**src/rtl/arb_pkg.sv**
```systemverilog
// Shared definitions for the two-port memory arbiter: response-owner
// encoding, port identifiers for the last-grant register, default widths.
package arb_pkg;

  localparam int AW_DEF = 32;
  localparam int DW_DEF = 32;

  // Who receives the response in the cycle after a grant
  typedef enum logic [1:0] {
    OWN_NONE = 2'd0,
    OWN_IF   = 2'd1,
    OWN_LS   = 2'd2
  } owner_t;

  // Encoding of the last-grant register
  localparam logic PORT_IF = 1'b0;
  localparam logic PORT_LS = 1'b1;

endpackage

```
**src/rtl/rr_pick.sv**
```systemverilog
// Two-way round-robin choice. Bit 0 is the fetch port, bit 1 the
// load/store port. On a tie the port that did not win last time is picked.
module rr_pick
  import arb_pkg::*;
(
  input  logic [1:0] req,
  input  logic       last,
  output logic [1:0] gnt
);

  // Lone requester passes straight through; a tie goes to the other port
  always_comb begin
    gnt = 2'b00;
    if (req == 2'b11) begin
      gnt = (last == PORT_LS) ? 2'b01 : 2'b10;
    end else begin
      gnt = req;
    end
  end

endmodule

```
**src/rtl/mem_arbiter.sv**
```systemverilog
// Arbitrates a fetch port and a load/store port onto one single-port
// synchronous memory. Grants are combinational (zero arbitration latency);
// the response returns to the granted port exactly one cycle later, so one
// access per cycle can be sustained.
module mem_arbiter
  import arb_pkg::*;
#(
  parameter int AW       = AW_DEF,
  parameter int DW       = DW_DEF,
  parameter bit LS_FIRST = 1'b1
) (
  input  logic          clk,
  input  logic          reset,
  input  logic          if_req,
  input  logic [AW-1:0] if_addr,
  output logic          if_gnt,
  output logic          if_rvalid,
  output logic [DW-1:0] if_rdata,
  input  logic          ls_req,
  input  logic          ls_we,
  input  logic [AW-1:0] ls_addr,
  input  logic [DW-1:0] ls_wdata,
  output logic          ls_gnt,
  output logic          ls_rvalid,
  output logic [DW-1:0] ls_rdata,
  output logic [AW-1:0] mem_addr,
  output logic          mem_we,
  output logic [DW-1:0] mem_wdata,
  input  logic [DW-1:0] mem_rdata
);

  logic [1:0] pick;
  logic       last_reg;
  logic       last_next;
  owner_t     owner_reg;
  owner_t     owner_next;
  logic       resp_we_reg;
  logic       resp_we_next;

  rr_pick u_rr_pick (
    .req  ({ls_req, if_req}),
    .last (last_reg),
    .gnt  (pick)
  );

  // Grants are masked while reset is held so every output is 0 immediately
  assign if_gnt = pick[0] & reset;
  assign ls_gnt = pick[1] & reset;

  // Route the granted port onto the memory bus; idle bus is all zeros
  always_comb begin
    mem_addr  = '0;
    mem_we    = 1'b0;
    mem_wdata = '0;
    if (ls_gnt) begin
      mem_addr  = ls_addr;
      mem_we    = ls_we;
      mem_wdata = ls_wdata;
    end else if (if_gnt) begin
      mem_addr  = if_addr;
    end
  end

  // Next-state: remember who was granted and whether it was a write
  always_comb begin
    last_next    = last_reg;
    owner_next   = OWN_NONE;
    resp_we_next = 1'b0;
    if (ls_gnt) begin
      last_next    = PORT_LS;
      owner_next   = OWN_LS;
      resp_we_next = ls_we;
    end else if (if_gnt) begin
      last_next    = PORT_IF;
      owner_next   = OWN_IF;
    end
  end

  // State registers; reset discards any pending response
  always_ff @(posedge clk or negedge reset) begin
    if (!reset) begin
      last_reg    <= ~LS_FIRST;
      owner_reg   <= OWN_NONE;
      resp_we_reg <= 1'b0;
    end else begin
      last_reg    <= last_next;
      owner_reg   <= owner_next;
      resp_we_reg <= resp_we_next;
    end
  end

  // Response steering: read data to the owner, writes acknowledge with 0
  always_comb begin
    if_rvalid = 1'b0;
    if_rdata  = '0;
    ls_rvalid = 1'b0;
    ls_rdata  = '0;
    case (owner_reg)
      OWN_IF: begin
        if_rvalid = 1'b1;
        if_rdata  = mem_rdata;
      end
      OWN_LS: begin
        ls_rvalid = 1'b1;
        if (!resp_we_reg) ls_rdata = mem_rdata;
      end
      default: ;
    endcase
  end

endmodule

```
**config.mk**
```make
export PLATFORM = sky130hd
export DESIGN_NAME = mem_arbiter
export DESIGN_NICKNAME = d
export VERILOG_FILES = /design/src/rtl/arb_pkg.sv /design/src/rtl/rr_pick.sv /design/src/rtl/mem_arbiter.sv
export SDC_FILE = /design/constraint.sdc
export NUM_CORES = 1
export LEC_CHECK = 0
export BUFFER_PORTS_ARGS = -buffer_cell sky130_fd_sc_hd__buf_2
export CORE_AREA = 4 4 102 104
export DETAILED_ROUTE_END_ITERATION = 8
export DIE_AREA = 0 0 106 108
export PLACE_DENSITY_LB_ADDON = 0.12
export SLEW_MARGIN = 25
export SYNTH_ARGS = -nofsm -noshare
export SYNTH_HDL_FRONTEND = slang
export SYNTH_SLANG_ARGS = --single-unit
export TNS_END_PERCENT = 10
```
**constraint.sdc**
```tcl
create_clock -name clk -period 1.7 [get_ports clk]
set_input_delay 0.34 -clock clk [delete_from_list [all_inputs] [get_ports clk]]
set_output_delay 0.34 -clock clk [all_outputs]
set_load 0.05 [all_outputs]
```
======== After elaboration in Yosys (flattened, before gate mapping) ========
Index checks and enable logic that the tools add are counted.
storage, ports and cells
  flip-flop bits (word level) ............. 4
  latch bits .............................. 0
  bits in writable memories ............... 0
  bits in read-only memories .............. 0
  bits of input ports ..................... 133
  output and inout port bits .............. 133
  memories ................................ 0
cells by class
  $add $sub $neg .......................... 0
  multipliers ............................. 0
  divide/modulo/power cells ............... 0
  magnitude comparators ................... 0
  equality and inequality tests ........... 3
  shift operators ......................... 0
  multiplexer cells ....................... 15
  bitwise gates (word level) .............. 2
  reduce and logical (&&, ||, !) cells .... 1
operators with widths
  cell                                                                    count
  32-bit two-way mux                                                      6
  1-bit two-way mux                                                       6
  2-bit two-way mux                                                       3
  2-bit equality test (second input constant)                             2
  1-bit bitwise AND                                                       2
  2-bit by 1-bit equality test with 1-bit output (second input constant)  1
  2-bit nonzero test                                                      1

======== Longest topological paths before layout ========
Gate-level depths: netlist of run 1.
  depth after elaboration ................. 5
  mapped depth ............................ 5

======== Hierarchy ========
Synthesis of run 1 repeated with hierarchy kept, for this count alone.
second synthesis, totals
  cells, all modules ...................... 202
  area total of the unflattened synthesis .. 1435.1 um2
by module, submodules not included
  module       times used  cells each  area an instance (um2)  sequential area each (um2)
  mem_arbiter  1           199         1416.4                  100.1
  rr_pick      1           3           18.8                    0.0

======== Worst setup path before layout of run 1 ========
OpenSTA, ideal clock, no wires.
  path type ............................... input -> output
  start ................................... in reset
  end ..................................... out mem_wdata[2]
  data arrival time ....................... 1918 ps
  required time ........................... 1360 ps
  setup slack ............................. -558 ps
  stages on the path ...................... 4
  path through ............................ buf_2 -> nand2_2 -> buf_2 -> nor3b_1
on the way
  longest elaborated chain between the ends .. 2
ends and longest elaborated chain
  item                line               source
  start, declared     mem_arbiter.sv:13  input logic reset,
  1-bit bitwise AND   mem_arbiter.sv:48  assign ls_gnt = pick[1] & reset;
  32-bit two-way mux  mem_arbiter.sv:55  if (ls_gnt) begin
  end, declared       mem_arbiter.sv:28  output logic [DW-1:0] mem_wdata,
Every way passes these cells.

======== Worst setup path after layout of run 1 ========
  start ................................... reg last_reg
  end ..................................... out mem_addr[28]
on the way
  longest elaborated chain between the ends .. 5
ends and longest elaborated chain
  item                    line               source
  start, declared         mem_arbiter.sv:33  logic last_reg;
  start signal, assigned  mem_arbiter.sv:82  last_reg <= ~LS_FIRST;
  start signal, assigned  mem_arbiter.sv:86  last_reg <= last_next;
  2-bit two-way mux (*)   rr_pick.sv:15      gnt = (last == PORT_LS) ? 2'b01 : 2'b10;
  2-bit two-way mux (*)   rr_pick.sv:14      if (req == 2'b11) begin
  1-bit bitwise AND       mem_arbiter.sv:47  assign if_gnt = pick[0] & reset;
  32-bit two-way mux      mem_arbiter.sv:59  end else if (if_gnt) begin
  32-bit two-way mux (*)  mem_arbiter.sv:55
  end, declared           mem_arbiter.sv:26  output logic [AW-1:0] mem_addr,
Mark *: on every way between the ends. The rest lies on a longest branch, timed or not.

==> results of run 1 <==
-- per-layer routing --
| layer | up-vias | track usage | part of all wire | routed length, um |
|---|---|---|---|---|
| li1 | 1343 | - | - | - |
| met1 | 1262 | 0.149 | 0.34 | 3290 |
| met2 | 161 | 0.306 | 0.54 | 5270 |
| met3 | 12 | 0.0537 | 0.10 | 968 |
| met4 | 0 | 0.0250 | 0.015 | 148 |
| met5 | - | 0 | 0 | 0 |
-- power by group through the flow --
stage	clock, mW	combinational (mW)	sequential (mW)
4_1_cts	0.212	1.76	0.114
6_report	0.201	1.82	0.114
3_3_place_gp	0	1.51	0.114
5_1_grt	0.218	1.91	0.115
2_1_floorplan	0	1.09	0.111
3_5_place_dp	0	1.51	0.113
-- cell type report --
type | instances | area share
timing repair buffer | 285 | 0.540
multi-input combinational | 206 | 0.392
tap | 133 | 0.0360
sequential | 4 | 0.0217
clock buffer | 3 | 0.00894
inverter | 1 | 0.000813
-- cells in the final DEF, fill, tap and decap left out, types with 2 or more instances in the layout --
| master | instances |
|---|---|
| a21oi_1 | 2 |
| and2_1 | 52 |
| and2_4 | 13 |
| buf_12 | 11 |
| buf_2 | 134 |
| buf_4 | 7 |
| buf_6 | 122 |
| buf_8 | 10 |
| clkbuf_8 | 3 |
| dfrtp_1 | 4 |
| nand2_1 | 65 |
| nor2_1 | 2 |
| nor3b_2 | 28 |
| nor3b_4 | 6 |
| o32ai_2 | 25 |
| o32ai_4 | 7 |
-- cells by family (layout without fill, tap and decap cells) --
group | after synthesis | in the layout
AOI/OAI and AO/OA | 35 | 35
buffers and inverters | 32 | 289
DFF | 4 | 4
and+or+nand+nor | 171 | 171
-- worst paths after layout --
path                            slack (ns)           end      from  depth (start not counted)
worst max-delay path                 -0.09  mem_addr[28]  last_reg                          5
min in group clk                      0.41  owner_reg[0]    if_req                          3
max in group asynchronous             1.41  owner_reg[0]     reset                          2
worst min-delay path                  0.17      last_reg     reset                          2
worst max register to register        0.68   resp_we_reg  last_reg                          3
worst min register to register        0.62      last_reg  last_reg                          2
-- stage by stage --
stage / TNS, ns / cells / setup WS (ns)
final: -3.42 / 632 / -0.0939
after global routing: -10.49 / 632 / -0.172
after CTS: -4.93 / 632 / -0.121
after detailed placement: -0.00138 / 628 / -0.00138
after global placement: 0 / 628 / 0.0107
after floorplan: -9.73 / 242 / -0.182
-- worst max-delay path, delay by kind of cell (launching register included) --
| kind | cells | cell delay, ns |
|---|---|---|
| AO/OA/AOI/OAI | 1 | 0.12 |
| buffers and inverters | 3 | 0.53 |
| flip-flops | 1 | 0.41 |
| AND/OR/NAND/NOR | 1 | 0.15 |
-- timing repair --
action | CTS | global route
setup endpoints to repair | 130 | 130
pin swaps | 14 | 13
gates cloned | 1 | 0
gates resized for setup | 236 | 60
endpoints found under the hold margin | 0 | 0
==> impl_metrics.env, run 1 <==
export IMPL_drtAntennaViolNets=0
export IMPL_boundaryPins=266
export IMPL_crit_slowest_cell="dfrtp_1"
export IMPL_synth_fp_nets=375
export IMPL_power_frac_comb=0.852
export IMPL_crit_path_cell_trace="buf_6, nor2b_4, buf_12, o32ai_2, buf_6"
export IMPL_port_buffers=265
export IMPL_routedWlPerCell_um=15.3
export IMPL_p_total_mw=2.13
export IMPL_internal_power_uw=983
export IMPL_pwr_density_cell_mw_per_mm2=461
export IMPL_synthArstFlopShare=1.00
export IMPL_final_nets=634
export IMPL_crit_fanout=27
export IMPL_criticalPathCategory="flop to output pin"
export IMPL_clkPwrFrac=0.094
export IMPL_synth_top_family_by_area="simple AND/OR/NAND/NOR gates"
export IMPL_die_area_mm2=0.0114
export IMPL_max_stage_delay_ns=0.41
export IMPL_drtPass1Iterations=3
export IMPL_multi_input_comb_area_mm2=0.00181
export IMPL_dpl_hpwl_um=7500
export IMPL_gr_usage_all_layers=0.151
export IMPL_avgViaCountPerCell=4.40
export IMPL_final_cell_area_mm2=0.00462
export IMPL_core_area_mm2=0.00955
export IMPL_overflow=0
export IMPL_cts_hold_buf=0
export IMPL_grt_max_degree=34
export IMPL_seqCellArea_um2=100
export IMPL_vias=2778
export IMPL_largest_reg_flops=2
export IMPL_violations="negative setup slack"
export IMPL_drv_slew=0
export IMPL_synth_mux_area_fraction=0
export IMPL_drv_cap=0
export IMPL_outcome="complete, but fails checks"
export IMPL_clockBufferDepth=2
export IMPL_timing_final_crit_share=1.06
export IMPL_fin_util=0.484
export IMPL_ys_seq_area_frac=0.0527
export IMPL_synth_edf_count=0
export IMPL_synth_simple_gate_area_share=0.574
export IMPL_period_needed_ns=1.79
export IMPL_clock_skew_ns=0.0000953
export IMPL_gp_congestion=0.713
export IMPL_seqPwrFrac=0.053
export IMPL_cts_htree_levels=1
export IMPL_final_hold_violation_count=0
export IMPL_cts_tree="yes"
export IMPL_leakage_nw=2.18
export IMPL_synthCells=242
export IMPL_netlist_area_leader_share=0.240
export IMPL_setup_viol=82
export IMPL_rsz0062_at_grt="true"
export IMPL_synth_fa_ha_area_frac=0
export IMPL_synthTopCellsByArea="o32ai_2 (24%), and2_1 (21%), nor3b_2 (19%)"
export IMPL_grt_pass1_wl_um=14100
export IMPL_tightest_slew_ns=0.257
export IMPL_dieHeight_um=108
export IMPL_clkSinkCount=4
export IMPL_maxSlewHeadroom=0.830
export IMPL_max_freq_ghz=0.557
export IMPL_finalWorstSetupSlack_ns=-0.0939
export IMPL_drc=0
export IMPL_area_growth_syn_to_layout_pct=143
export IMPL_cts_buffers=3
export IMPL_clockRootBuffer="clkbuf_8"
export IMPL_switching_share=0.539
export IMPL_critPathLaunchType="flop"
export IMPL_place_area_mm2=0.00359
export IMPL_yosys_area_top_type="o32ai_2"
export IMPL_fillers=922
export IMPL_ys_ff_latch=4
export IMPL_die_w_um=106
export IMPL_syn_cell_area_mm2=0.00190
export IMPL_p_sw_mw=1.15
export IMPL_yosys_warnings=0
export IMPL_grt_pass1_vias=2866
export IMPL_antenna_found_initial=0
export IMPL_rows=36
export IMPL_drt_iter0_markers=73
export IMPL_synth_compound_area_frac=0.269
export IMPL_synthDistinctLibCells=18
export IMPL_critPathArrivalTime_ns=1.45
export IMPL_required_ns=1.36
export IMPL_ys_flop_type="dfrtp_1"
export IMPL_timing_hold_ws_ns=0.167
export IMPL_path_clk_slew_ns=0.03
export IMPL_vdd_ir_drop_max_mv=0.223
export IMPL_cts_setup_buffers=0
export IMPL_synth_xor_area_share=0
export IMPL_holdCritPathClass="input port to async pin"
export IMPL_drive_gt1_frac=0.745
export IMPL_critPathCaptureType="output pin"
export IMPL_synth_avg_cell_area_um2=7.84
export IMPL_initial_core_util=0.199
export IMPL_crit_top_cell="buf_6"
export IMPL_insertion_delay_ns=0.22
export IMPL_antennaDiodeCount=0
export IMPL_routed_wl_um=9680
export IMPL_synth_top_cells_by_count="and2_1 (65), nand2_1 (65), nor3b_2 (29)"
No activity file was read; power rests on OpenSTA's default activity.
==> run 2: changes to the inputs <==
--- a/config.mk
+++ b/config.mk
@@ -6,9 +6,9 @@
 export NUM_CORES = 1
 export LEC_CHECK = 0
 export BUFFER_PORTS_ARGS = -buffer_cell sky130_fd_sc_hd__buf_2
-export CORE_AREA = 4 4 102 104
+export CORE_AREA = 4 4 101 103
 export DETAILED_ROUTE_END_ITERATION = 8
-export DIE_AREA = 0 0 106 108
+export DIE_AREA = 0 0 105 107
 export PLACE_DENSITY_LB_ADDON = 0.12
 export SLEW_MARGIN = 25
 export SYNTH_ARGS = -nofsm -noshare
==> constraint.sdc (replaced) <==
create_clock -name clk -period 1.44 [get_ports clk]
set_input_delay 0.288 -clock clk [delete_from_list [all_inputs] [get_ports clk]]
set_output_delay 0.288 -clock clk [all_outputs]
set_load 0.05 [all_outputs]
==> impl_metrics.env, run 2 (synthesized netlist as in run 1, its figures left out) <==
export IMPL_die_area_mm2=0.0112
export IMPL_cts_tree="yes"
export IMPL_insertion_delay_ns=0.22
export IMPL_critPathCaptureType="output pin"
export IMPL_drive_gt1_frac=0.759
export IMPL_clockBufferDepth=2
export IMPL_holdCritPathClass="input port to async pin"
export IMPL_max_freq_ghz=0.581
export IMPL_grt_pass1_wl_um=15400
export IMPL_p_total_mw=2.95
export IMPL_period_needed_ns=1.72
export IMPL_drv_cap=0
export IMPL_path_clk_slew_ns=0.03
export IMPL_layout_commonest_cell="buf_2"
export IMPL_clockRootBuffer="clkbuf_8"
export IMPL_place_area_mm2=0.00431
export IMPL_rsz0062_at_grt="true"
export IMPL_die_w_um=105
export IMPL_initial_core_util=0.206
export IMPL_port_buffers=265
export IMPL_fillers=780
export IMPL_gp_congestion=0.701
export IMPL_cts_htree_levels=1
export IMPL_required_ns=1.15
export IMPL_rows=35
export IMPL_final_cell_area_mm2=0.00538
export IMPL_boundaryPins=266
export IMPL_drt_iter0_markers=76
export IMPL_gr_usage_all_layers=0.166
export IMPL_largest_reg_flops=2
export IMPL_vdd_ir_drop_max_mv=0.276
export IMPL_grt_pass1_vias=3017
export IMPL_final_hold_violation_count=0
export IMPL_vias=2839
export IMPL_criticalPathCategory="flop to output pin"
export IMPL_core_area_mm2=0.00920
export IMPL_critPathLaunchType="flop"
export IMPL_timing_final_crit_share=1.19
export IMPL_antennaDiodeCount=0
export IMPL_pwr_density_cell_mw_per_mm2=549
export IMPL_reg2regPathDepth=4
export IMPL_routedWlPerCell_um=15.9
export IMPL_critPathArrivalTime_ns=1.43
export IMPL_final_nets=649
export IMPL_cts_hold_buf=0
export IMPL_area_growth_syn_to_layout_pct=183
export IMPL_routed_wl_um=9910
export IMPL_maxSlewHeadroom=0.819
export IMPL_setup_viol=132
export IMPL_violations="negative setup slack"
export IMPL_dpl_hpwl_um=7730
export IMPL_drtPass1Iterations=3
export IMPL_clock_skew_ns=0.00309
export IMPL_outcome="complete, but fails checks"
export IMPL_dieHeight_um=107
export IMPL_avgViaCountPerCell=4.54
export IMPL_finalWorstSetupSlack_ns=-0.280
export IMPL_drtAntennaViolNets=0
export IMPL_drv_slew=0
export IMPL_drc=0
export IMPL_leakage_nw=2.40
export IMPL_clkSinkCount=4
export IMPL_crit_fanout=13
export IMPL_tightest_slew_ns=0.274
export IMPL_cts_buffers=3
export IMPL_final_cell_mix="buf_2 (133), buf_6 (124), nand2_1 (65)"
export IMPL_antenna_found_initial=0
export IMPL_overflow=0
export IMPL_grt_max_degree=55
-- run 2: cell types whose count changed in the layout (fill, tap and decap cells not counted), sizes merged --
cell,change
buf,+14
bufbuf,+1
-- run 2: final cells by class --
class | count | area, um2 | share of cell area
clock buffer | 3 | 41.3 | 0.00767
sequential | 4 | 101 | 0.0188
inverter | 1 | 3.75 | 0.000698
timing repair buffer | 300 | 2810 | 0.522
multi-input combinational | 206 | 2290 | 0.425
tap | 111 | 139 | 0.0258
-- run 2: metrics by stage --
stage / util / instances / hold slack (ns) / worst slack [ns] / setup TNS [ns]
after floorplan: - / 242 / -0.00759 / -0.177 / -15.44
after global placement: 0.469 / 615 / 0.335 / -0.216 / -13.59
after detailed placement: 0.469 / 615 / 0.335 / -0.229 / -14.28
after CTS: 0.582 / 625 / 0.107 / -0.294 / -29.35
after global routing: 0.585 / 625 / 0.118 / -0.331 / -35.04
final: 0.585 / 625 / 0.107 / -0.280 / -27.32
-- run 2: layer usage --
metal  part of all wire  vias to the layer above  global-route usage  wire, um
met5                  0                        -                   0         0
met4              0.011                        0              0.0272       109
met3              0.085                        8              0.0458       846
met2               0.59                      147               0.348      5850
met1               0.31                     1298               0.159      3110
li1                   -                     1386                   -         -
-- run 2: repair_timing --
item / in CTS / in global routing
endpoints found under the hold margin: 0 / 0
setup endpoints to repair: 132 / 132
pin swaps: 34 / 8
resized for setup: 271 / 9
buffers inserted: 2 / 0
gates cloned: 5 / 0
-- run 2: worst paths after layout --
path                          start            end  slack (ns)
max                        last_reg  mem_wdata[24]       -0.28
min                           reset       last_reg        0.11
max reg2reg                last_reg    resp_we_reg        0.25
min reg2reg                last_reg       last_reg        0.62
max in group asynchronous     reset       last_reg        1.20
min in group clk             if_req   owner_reg[0]        0.42
-- run 2: power breakdown --
| part | switching, mW | total, mW | internal, mW |
|---|---|---|---|
| Combinational | 1.46 | 2.58 | 1.11 |
| Clock | 0.0592 | 0.238 | 0.178 |
| Sequential | 0.0133 | 0.138 | 0.125 |
-- run 2: worst max-delay path, cell delays in order, from the launching register on --
cell     delay (ns)
dfrtp_2        0.43
and2_4         0.20
buf_16         0.18
nor3b_4        0.20
buf_6          0.18
==> run 3: changes to the inputs <==
--- a/config.mk
+++ b/config.mk
@@ -5,10 +5,11 @@
 export SDC_FILE = /design/constraint.sdc
 export NUM_CORES = 1
 export LEC_CHECK = 0
-export BUFFER_PORTS_ARGS = -buffer_cell sky130_fd_sc_hd__buf_2
+export BUFFER_PORTS_ARGS = -buffer_cell sky130_fd_sc_hd__buf_4
 export CORE_AREA = 4 4 101 103
 export DETAILED_ROUTE_END_ITERATION = 8
 export DIE_AREA = 0 0 105 107
+export GPL_TIMING_DRIVEN = 0
 export PLACE_DENSITY_LB_ADDON = 0.12
 export SLEW_MARGIN = 25
 export SYNTH_ARGS = -nofsm -noshare
==> impl_metrics.env, run 3 (synthesized netlist as in run 1, its figures left out) <==
export IMPL_rows=35
export IMPL_clkSinkCount=4
export IMPL_gp_congestion=0.702
export IMPL_routed_wl_um=11000
export IMPL_required_ns=1.15
export IMPL_die_w_um=105
export IMPL_vias=2947
export IMPL_insertion_delay_ns=0.21
export IMPL_routedWlPerCell_um=17.2
export IMPL_crit_fanout=5
export IMPL_critPathArrivalTime_ns=1.46
export IMPL_final_hold_violation_count=0
export IMPL_final_nets=661
export IMPL_reg2regPathDepth=3
export IMPL_setup_viol=132
export IMPL_antennaDiodeCount=0
export IMPL_cts_buffers=3
export IMPL_max_freq_ghz=0.572
export IMPL_pre_cts_ws_ns=-0.423
export IMPL_final_cell_mix="buf_4 (146), buf_6 (116), nand2_1 (65)"
export IMPL_critPathLaunchType="flop"
export IMPL_core_area_mm2=0.00920
export IMPL_critPathCaptureType="output pin"
export IMPL_drv_slew=0
export IMPL_avgViaCountPerCell=4.63
export IMPL_timing_hold_ws_ns=0.372
export IMPL_period_needed_ns=1.75
export IMPL_clock_skew_ns=0.000226
export IMPL_cts_tree="yes"
export IMPL_grt_max_degree=11
export IMPL_gr_usage_all_layers=0.175
export IMPL_drv_cap=0
export IMPL_vdd_ir_drop_max_mv=0.279
export IMPL_dpl_hpwl_um=8520
export IMPL_layout_commonest_cell="buf_4"
export IMPL_drtPass1Iterations=3
export IMPL_overflow=0
export IMPL_maxSlewHeadroom=0.805
export IMPL_holdPathStages=2
export IMPL_violations="negative setup slack"
export IMPL_die_area_mm2=0.0112
export IMPL_r2r_end="last_reg"
export IMPL_area_growth_syn_to_layout_pct=208
export IMPL_hold_end="resp_we_reg"
export IMPL_outcome="complete, but fails checks"
export IMPL_leakage_nw=2.61
export IMPL_p_total_mw=3.10
export IMPL_finalWorstSetupSlack_ns=-0.308
export IMPL_largest_reg_flops=2
export IMPL_rrSetupSlack_ns=0.31
export IMPL_grt_pass1_vias=3174
export IMPL_holdCritPathClass="input port to flop"
export IMPL_antenna_found_initial=0
export IMPL_drc=0
export IMPL_tightest_slew_ns=0.292
export IMPL_drive_gt1_frac=0.837
export IMPL_instances_no_fill=637
export IMPL_rr_startpoint="last_reg"
export IMPL_criticalPathCategory="flop to output pin"
export IMPL_drt_iter0_markers=73
export IMPL_pwr_density_cell_mw_per_mm2=530
export IMPL_min_delay_start="ls_we"
export IMPL_dieHeight_um=107
export IMPL_port_buffers=265
export IMPL_cts_htree_levels=1
export IMPL_initial_core_util=0.206
export IMPL_path_clk_slew_ns=0.03
export IMPL_grt_pass1_wl_um=16200
export IMPL_boundaryPins=266
export IMPL_clockBufferDepth=2
export IMPL_clockRootBuffer="clkbuf_8"
export IMPL_drtAntennaViolNets=0
export IMPL_rsz0062_at_grt="true"
export IMPL_timing_final_crit_share=1.21
export IMPL_numPlacedInstances=618
==> run 3: worst max path at each step <==
stage / slack, ns / end / startpoint
global route: -0.36 / mem_addr[21] / last_reg
finish: -0.31 / mem_addr[22] / last_reg
detailed placement: -0.42 / mem_addr[14] / ls_req
CTS: -0.31 / mem_wdata[3] / last_reg
global placement: -0.42 / mem_addr[14] / ls_req
floorplan: -0.18 / mem_wdata[10] / last_reg
==> run 3: through the flow <==
step           utilization  TNS (ns)  area, um2
2_1_floorplan            -    -15.44       2630
3_5_place_dp         0.517    -27.01       4760
4_1_cts              0.603    -31.81       5550
6_report             0.636    -32.40       5850
5_1_grt              0.636    -39.89       5850
3_3_place_gp         0.517    -25.24       4760
==> run 3: metal layers <==
| metal | vias up | part of all wire | wire length [um] | track usage |
|---|---|---|---|---|
| li1 | 1410 | - | - | - |
| met3 | 4 | 0.072 | 795 | 0.0506 |
| met5 | - | 0 | 0 | 0 |
| met1 | 1392 | 0.33 | 3580 | 0.167 |
| met2 | 141 | 0.60 | 6560 | 0.378 |
| met4 | 0 | 0.0028 | 31 | 0.00750 |
==> run 3: final cells by class <==
class,count,area [um2]
timing repair buffer,282,2800
clock buffer,3,41.3
inverter,1,3.75
buffer,30,374
multi-input combinational,206,2380
sequential,4,100
fill,766,3350
tap,111,139
==> run 3: timing repair <==
| action | 4_1_cts | 5_1_grt |
|---|---|---|
| resized for setup | 187 | 62 |
| setup endpoints to repair | 132 | 132 |
| hold buffers | 1 | 0 |
| endpoints found under the hold margin | 4 | 0 |
| pin swaps | 22 | 32 |
| cloned | 1 | 5 |
| setup buffers | 7 | 3 |
==> run 3: critical path, stage by stage (launching register included) <==
cell     delay (ns)
dfrtp_1        0.41
nor2b_2        0.08
buf_4          0.17
buf_12         0.14
o32ai_4        0.25
buf_6          0.19
==> run 3: where the power goes <==
group / switching (mW) / internal [mW]
Clock: 0.0523 / 0.178
Sequential: 0.0128 / 0.124
Combinational: 1.48 / 1.25
Total: 1.55 / 1.55
